**src/rtl/seg7_scan.sv**
```systemverilog
// seg7_scan: eight-digit multiplexed seven-segment scanner with blanking
// between digit slots and frame-synchronous double-buffered display data.
module seg7_scan #(
  parameter int BLANK_CYCLES = 4
) (
  input  logic        clk_i,
  input  logic        rst_i,
  input  logic        scan_clk_i,
  input  logic [31:0] data_i,
  input  logic [7:0]  dp_i,
  input  logic [7:0]  en_i,
  input  logic        load_i,
  output logic [7:0]  an_o,
  output logic [6:0]  seg_o,
  output logic        dp_o,
  output logic [2:0]  digit_idx_o,
  output logic        frame_o
);

  typedef enum logic {SHOW = 1'b0, BLANK = 1'b1} state_t;

  localparam logic [7:0] BLANK_LOAD = 8'(BLANK_CYCLES - 1);

  // Active-low {g..a} pattern for one hex digit.
  function automatic logic [6:0] hex_to_seg(input logic [3:0] nib);
    logic [6:0] seg;
    case (nib)
      4'h0:    seg = 7'h40;
      4'h1:    seg = 7'h79;
      4'h2:    seg = 7'h24;
      4'h3:    seg = 7'h30;
      4'h4:    seg = 7'h19;
      4'h5:    seg = 7'h12;
      4'h6:    seg = 7'h02;
      4'h7:    seg = 7'h78;
      4'h8:    seg = 7'h00;
      4'h9:    seg = 7'h10;
      4'hA:    seg = 7'h08;
      4'hB:    seg = 7'h03;
      4'hC:    seg = 7'h46;
      4'hD:    seg = 7'h21;
      4'hE:    seg = 7'h06;
      4'hF:    seg = 7'h0E;
      default: seg = 7'h7F;
    endcase
    return seg;
  endfunction

  state_t      state_r, state_n;
  logic        scan_q;
  logic [7:0]  cnt_r, cnt_n;
  logic [2:0]  idx_r, idx_n;
  logic        frame_r;
  logic        wrap_s, tick_s;
  logic        pend_r, pend_n;
  logic [31:0] pend_data_r, pend_data_n;
  logic [7:0]  pend_dp_r, pend_dp_n, pend_en_r, pend_en_n;
  logic [31:0] sh_data_r, sh_data_n;
  logic [7:0]  sh_dp_r, sh_dp_n, sh_en_r, sh_en_n;
  logic [7:0]  an_n;
  logic [6:0]  seg_n;
  logic        dp_n;

  assign tick_s = scan_clk_i & ~scan_q;

  // Slot sequencing: SHOW waits for a tick, BLANK counts down the gap.
  always_comb begin
    state_n = state_r;
    cnt_n   = cnt_r;
    idx_n   = idx_r;
    wrap_s  = 1'b0;
    case (state_r)
      SHOW: begin
        if (tick_s) begin
          state_n = BLANK;
          cnt_n   = BLANK_LOAD;
          idx_n   = idx_r + 3'd1;
          wrap_s  = (idx_r == 3'd7);
        end else begin
          state_n = SHOW;
        end
      end
      BLANK: begin
        if (cnt_r == 8'd0) begin
          state_n = SHOW;
        end else begin
          cnt_n = cnt_r - 8'd1;
        end
      end
      default: begin
        state_n = SHOW;
        cnt_n   = 8'd0;
      end
    endcase
  end

  // Double buffering: pending captures loads, shadow only changes on a wrap.
  always_comb begin
    pend_n      = pend_r;
    pend_data_n = pend_data_r;
    pend_dp_n   = pend_dp_r;
    pend_en_n   = pend_en_r;
    sh_data_n   = sh_data_r;
    sh_dp_n     = sh_dp_r;
    sh_en_n     = sh_en_r;
    if (wrap_s && load_i) begin
      sh_data_n = data_i;
      sh_dp_n   = dp_i;
      sh_en_n   = en_i;
      pend_n    = 1'b0;
    end else if (wrap_s && pend_r) begin
      sh_data_n = pend_data_r;
      sh_dp_n   = pend_dp_r;
      sh_en_n   = pend_en_r;
      pend_n    = 1'b0;
    end else if (load_i) begin
      pend_data_n = data_i;
      pend_dp_n   = dp_i;
      pend_en_n   = en_i;
      pend_n      = 1'b1;
    end else begin
      pend_n = pend_r;
    end
  end

  // Display drive computed from next-cycle state so outputs line up with it.
  always_comb begin
    an_n  = 8'hFF;
    seg_n = 7'h7F;
    dp_n  = 1'b1;
    if (state_n == SHOW && sh_en_n[idx_n]) begin
      an_n  = ~(8'h01 << idx_n);
      seg_n = hex_to_seg(sh_data_n[{idx_n, 2'b00} +: 4]);
      dp_n  = ~sh_dp_n[idx_n];
    end else begin
      an_n  = 8'hFF;
      seg_n = 7'h7F;
      dp_n  = 1'b1;
    end
  end

  // State, buffers and registered outputs.
  always_ff @(posedge clk_i or posedge rst_i) begin
    if (rst_i) begin
      state_r     <= SHOW;
      scan_q      <= 1'b0;
      cnt_r       <= 8'd0;
      idx_r       <= 3'd0;
      frame_r     <= 1'b0;
      pend_r      <= 1'b0;
      pend_data_r <= 32'd0;
      pend_dp_r   <= 8'd0;
      pend_en_r   <= 8'd0;
      sh_data_r   <= 32'd0;
      sh_dp_r     <= 8'd0;
      sh_en_r     <= 8'd0;
      an_o        <= 8'hFF;
      seg_o       <= 7'h7F;
      dp_o        <= 1'b1;
    end else begin
      state_r     <= state_n;
      scan_q      <= scan_clk_i;
      cnt_r       <= cnt_n;
      idx_r       <= idx_n;
      frame_r     <= wrap_s;
      pend_r      <= pend_n;
      pend_data_r <= pend_data_n;
      pend_dp_r   <= pend_dp_n;
      pend_en_r   <= pend_en_n;
      sh_data_r   <= sh_data_n;
      sh_dp_r     <= sh_dp_n;
      sh_en_r     <= sh_en_n;
      an_o        <= an_n;
      seg_o       <= seg_n;
      dp_o        <= dp_n;
    end
  end

  assign digit_idx_o = idx_r;
  assign frame_o     = frame_r;

endmodule

```
**config.mk**
```make
export PLATFORM = sky130hd
export DESIGN_NAME = seg7_scan
export DESIGN_NICKNAME = d
export VERILOG_FILES = /design/src/rtl/seg7_scan.sv
export SDC_FILE = /design/constraint.sdc
export NUM_CORES = 1
export LEC_CHECK = 0
export BUFFER_PORTS_ARGS = -buffer_cell sky130_fd_sc_hd__buf_4
export CELL_PAD_IN_SITES_DETAIL_PLACEMENT = 0
export CELL_PAD_IN_SITES_GLOBAL_PLACEMENT = 1
export CORE_MARGIN = 2
export CORE_UTILIZATION = 46
export DETAILED_ROUTE_END_ITERATION = 8
export PLACE_DENSITY = 0.76
export SLEW_MARGIN = 0
export SYNTH_ARGS = -nofsm -noshare
export SYNTH_HDL_FRONTEND = slang
export SYNTH_SLANG_ARGS = --single-unit
export TNS_END_PERCENT = 1
```
**constraint.sdc**
```tcl
create_clock -name clk_i -period 4.9 [get_ports clk_i]
set_clock_uncertainty 0.2 [all_clocks]
set_input_delay 0.245 -clock clk_i [delete_from_list [all_inputs] [get_ports clk_i]]
set_output_delay 0.245 -clock clk_i [all_outputs]
set_load 0.05 [all_outputs]
```
* After elaboration in Yosys (flattened, before gate mapping)
Memory sizes are Yosys's and may differ from the RTL's.
Cells that the tools add are included.
** Storage, ports and cells
- Flip-flop bits (word level) :: 127
- ROM bits :: 112
- Input port bits :: 52
- Memories kept :: 1
** Cells by class
- Add/subtract/negate cells :: 2
- $lt $le $gt $ge :: 1
- Eq/ne operators :: 3
- Shift-type cells :: 2
- Muxes and demuxes :: 26
- Bitwise logic cells :: 8
- Reduce and logical (&&, ||, !) cells :: 7
** Memory list
- (no name shown) :: words 16, bits a word 7, rd ports 1, clocked after memory_dff 0, wr ports 0, RTL line 27 : case (nib)
** Operator list (count)
- $mux 32 :: 2
- $mux 8 :: 7
- $shiftx 32x6->4 :: 1
- $pmux 8 s2 :: 1
- $mux 1 :: 10
- $logic_not 8->1 :: 1
- $not 8->8 :: 1
- $shl 1x3->8 const A :: 1
- $sub 8x1->8 const B :: 1
- $mux 7 :: 1
- $bmux 1 s3 :: 2
- $mux 3 :: 2
- $not 1->1 :: 6
- $lt 3x4->1 const B :: 1
- $ne 2x2->1 const B :: 2
- $add 3x1->3 const B :: 1
- $eq 3x3->1 const B :: 1
- $logic_and 1x1->1 :: 3
- $reduce_and 3->1 :: 1
- $reduce_bool 3->1 :: 1
- $pmux 1 s2 :: 1
- $reduce_and 2->1 :: 1
- $and 1x1->1 :: 1

* Logic depth before layout (Yosys ltp)
- Depth in word-level cells :: 11
- Depth in mapped cells :: 17

* Least setup slack after synthesis
Ideal clock, no wire load.
- Path type :: reg2reg
- From :: reg idx_r[1], in the netlist digit_idx_o[1]
- To :: reg seg_o[5]
- Setup time :: 0.088 ns
- Data arrival time :: 3.282 ns
- Required time :: 4.612 ns
- Slack :: 1.330 ns
- Cell stages (with the launch flop) :: 17
- Path buffers :: 2
- Period minus slack after synthesis :: 3.570 ns
- Path through :: dfrtp_1 ha_1 ha_1 nand4bb_4 inv_2 o21ai_1 buf_2 buf_4 a2bb2oi_1 o22ai_1 a2111oi_0 a31o_2 inv_1 ha_1 mux2_1 nand2_1 o211ai_1
** Between the ends
- Cells in the longest elaborated chain, start to end :: 10
** Ends and longest elaborated chain
- from (decl) :: RTL line 52 : logic [2:0] idx_r, idx_n;
- from (signal assigned) :: RTL line 164 : idx_r <= idx_n;
- branches (longest 9 deep; another with $mem_v2 16x7)
- $mux 7 * :: RTL line 131 : if (state_n == SHOW && sh_en_n[idx_n]) begin
- via seg_n[5] :: RTL line 61 : logic [6:0] seg_n;
- to (signal assigned) :: RTL line 174 : seg_o <= seg_n;
- to (decl) :: RTL line 14 : output logic [6:0] seg_o,
Mark *: on every way through the listed nets, which the timed path passes. The select of a mux whose other input is x is not followed.
A chain may end at the register's enable or synchronous reset.

* Worst setup path after layout
- From :: reg idx_r[0], in the netlist digit_idx_o[0]
- To :: reg seg_o[1]
** RTL lines
- $eq 3x3->1 * :: RTL line 78 : wrap_s = (idx_r == 3'd7);
- $mux 1 * :: RTL line 74 : if (tick_s) begin
- $mux 1 * :: RTL line 72 : case (state_r)
- $logic_and 1x1->1 :: RTL line 111 : end else if (wrap_s && pend_r) begin
- $mux 32 :: RTL line 111
- $mux 32 * :: RTL line 106 : if (wrap_s && load_i) begin
- via sh_data_n[22] :: RTL line 58 : logic [31:0] sh_data_r, sh_data_n;
- $shiftx 32x6->4 * :: RTL line 133 : seg_n = hex_to_seg(sh_data_n[{idx_n, 2'b00} +: 4]);
- $mem_v2 16x7 *
- $mux 7 * :: RTL line 131
- via seg_n[1] :: RTL line 61
The timed path passes the listed nets; every way through them passes the cells marked *. The select of a mux whose other input is x is not followed.

==> flow_summary.toml <==
[outcome]
status = "finished, final reports clean"

[grt]
grt_use_total_pct = 22.76
grt_pass1_wl_um = 23370
grt_antenna_before_repair = 0
grt_pass1_vias = 4607
overflow = 0
grt_max_degree = 58

[critical_path]
arrival_ns = 4.03
rr_worst_depth = 10
crit_chain = "ha_1 > ha_1 > nand4bb_4 > nor2_2 > a2bb2oi_1 > a2111oi_2 > mux2i_1 > nand2b_1 > o22a_1 > o21ai_1"
worstPathMaxFanout = 19
reg2reg_from = "digit_idx_o[0]"
r2r_end = "seg_o[1]"
end_kind = "flop"
critical-path-max-stage-delay_ns = 0.74
worstPathRequired_ns = 5.04
critical_path.slowest_cell = "mux2i_1"
cpMostUsedCell = "ha_1"
ff2ff_setup_slack_ns = 1.02
critPathLaunchType = "flop"
crit_type = "flop to flop"

[logic_synthesis]
yosysTopAreaCell = "dfrtp_1"
synth_area_um2 = 5893
synth_cells = 519
synthTopCellsByArea = "dfrtp_1 47%, mux2_2 9.2%, dfstp_2 7.1%"
syn-num-nets = 580
synth_common_cells = "111 x dfrtp_1, 48 x mux2_2, 48 x o22ai_1, 36 x nand2_1, 34 x nor2_1"
ys_types = 64
synthDominantCellAreaShare_pct = 47.13
ys_ff_latch = 127
async_flop_share_pct = 100.0
synth_edf_count = 0
yosysMostFrequentCell = "dfrtp_1"
ys_seq_area_share_pct = 54.27
synthFlopType = "dfrtp_1"
syn_area_per_cell_um2 = 11.35
ys_warn_count = 0

[sta]
period_share_pct = 79.22
min_period_ns = 3.882
rsz0062_at_grt = "false"
hold_violations = 0
finalSetupTns_ns = 0
final-setup-viol-count = 0
relSlewSlack_pct = 26.11
maxSlewViolCount = 0
worst_pin_slew_ns = 1.104
timing.fmax_mhz = 257.6

[clock_network]
insertion_delay_ns = 0.42
root_buffer = "clkbuf_16"
clk_transition_reported_paths_ns = 0.05
numCtsBuffers = 17
cts_hold_buffers = 50
cts.path.max_buffers = 2
htree_levels = 4
cts.repair.resized = 0
cts_tree = "built"
postCtsSetupBuffers = 0
cts.sink_count = 127

[worst_hold_path]
holdPathEnd = "pend_r"
hp-class = "primary input to flop"
hold_depth = 3
worstHoldStart = "load_i"

[floorplanning]
fp.dieW_um = 117.2
die_h_um = 117.2
start_util_pct = 46.89
dieArea_um2 = 13730
coreArea_um2 = 12570
ioPinCount = 72
rows = 41

[pwr]
total_power_mw = 2.869
ir_drop_uv = 238.9
p_per_area_nw_per_um2 = 370.8
p_leak_nw = 3.468

[layout]
finalInstanceArea_um2 = 7736
fillers = 1016
diodes = 0
nets = 698
area_growth_pct = 31.27
drive_gt1_share_pct = 30.62

[drt]
viasPerCell = 5.442
dr.pass1.iters = 5
route.detailed.drc = 0
drtIter0Drc = 364
vias = 4473
wl_um = 14550
wl_per_cell_um = 17.70
antenna_left = 0

[placed_design]
gp_congestion = 0.9253
dp_hpwl_um = 9861
post_dp_cell_area_um2 = 6579
io_buffers = 71

[job]
cap_violations = 0
## state kept, by name (all words and copies together) (netlist names), 3 cells and up
register	cells
seg_o	7
pend_dp_r	8
digit_idx_o	3
pend_en_r	8
pend_data_r	32
cnt_r	8
an_o	8
sh_en_r	8
sh_dp_r	8
sh_data_r	32
## critical path, delay by kind of cell, from the launching register on
family / cells / cell delay, ns
AOI/OAI and AO/OA: 4 / 0.75
adders and majority gates: 2 / 0.39
DFF: 1 / 0.55
muxes: 1 / 0.74
and+or+nand+nor: 3 / 1.17
## area by class of cell
type	count	area, um2	area share [%]
clock buffers	22	474.2	6.130
clock inverters	10	182.7	2.361
inverters	28	107.6	1.391
multi-input cells	332	2450	31.67
flip-flops and latches	127	3198	41.34
well taps	172	215.2	2.782
repair buffers	131	1109	14.33
## where the power goes
part | internal (mW) | leakage, nW | switching, mW | total (mW)
logic | 0.161 | 1.64 | 0.154 | 0.314
clock network | 0.941 | 0.324 | 0.452 | 1.39
registers | 1.12 | 1.51 | 0.0453 | 1.16
total | 2.22 | 3.47 | 0.651 | 2.87
## cell usage in the layout, fill, tap and decap left out, types with 5 or more instances in the layout
| cell | synthesis | routed |
|---|---|---|
| dfrtp_1 | 111 | 111 |
| buf_4 | 1 | 81 |
| dlygate4sd3_1 | 0 | 50 |
| mux2_2 | 48 | 48 |
| o22ai_1 | 48 | 48 |
| nand2_1 | 36 | 35 |
| nor2_1 | 34 | 34 |
| a21oi_1 | 26 | 26 |
| inv_1 | 26 | 25 |
| a22oi_1 | 23 | 23 |
| clkbuf_16 | 0 | 17 |
| dfstp_2 | 16 | 16 |
| a222oi_1 | 13 | 13 |
| ha_1 | 9 | 9 |
| a2bb2oi_1 | 8 | 8 |
| o21ai_0 | 8 | 8 |
| nor3_1 | 5 | 5 |
| bufinv_16 | 0 | 5 |
## how the worst max path moves through the flow
stage / from / to / slack [ns] / cells past startpoint
finish: digit_idx_o[0] / seg_o[1] / 1.02 / 10
floorplan: rst_i / cnt_r[0] / 1.10 / 1
detailed placement: digit_idx_o[0] / seg_o[1] / 1.07 / 10
global placement: digit_idx_o[0] / seg_o[5] / 1.22 / 13
global route: digit_idx_o[0] / seg_o[0] / 0.72 / 10
CTS: digit_idx_o[0] / seg_o[5] / 1.06 / 13
## layer usage
metal / vias to the layer above / wire length [um] / global-route usage (%)
met5: - / 0 / 0
met4: 0 / 149 / 6.510
met3: 15 / 640 / 6.437
met2: 105 / 7396 / 38.54
met1: 2194 / 6364 / 28.61
li1: 2159 / - / -
## cell families after synthesis
kind of cell             share of synthesized area, %
adder cells (fa/ha/maj)                         1.911
buffers and inverters                           4.267
flip-flops                                      54.27
AND/OR/NAND/NOR                                 9.936
AO/OA/AOI/OAI                                   18.20
multiplexers                                    10.83
XOR/XNOR                                       0.5946
## per-stage QoR
stage          std cells  hold slack (ns)  util (%)  setup WS [ns]
3_3_place_gp         740           0.1063     52.34          1.222
3_5_place_dp         740           0.1154     52.34          1.067
6_report             822          0.04433     61.55          1.018
5_1_grt              822          0.07116     61.55         0.7201
2_1_floorplan        519          0.07643         -          1.097
4_1_cts              822          0.04350     61.55          1.061
Note: power is estimated with default switching activity, not from simulation.
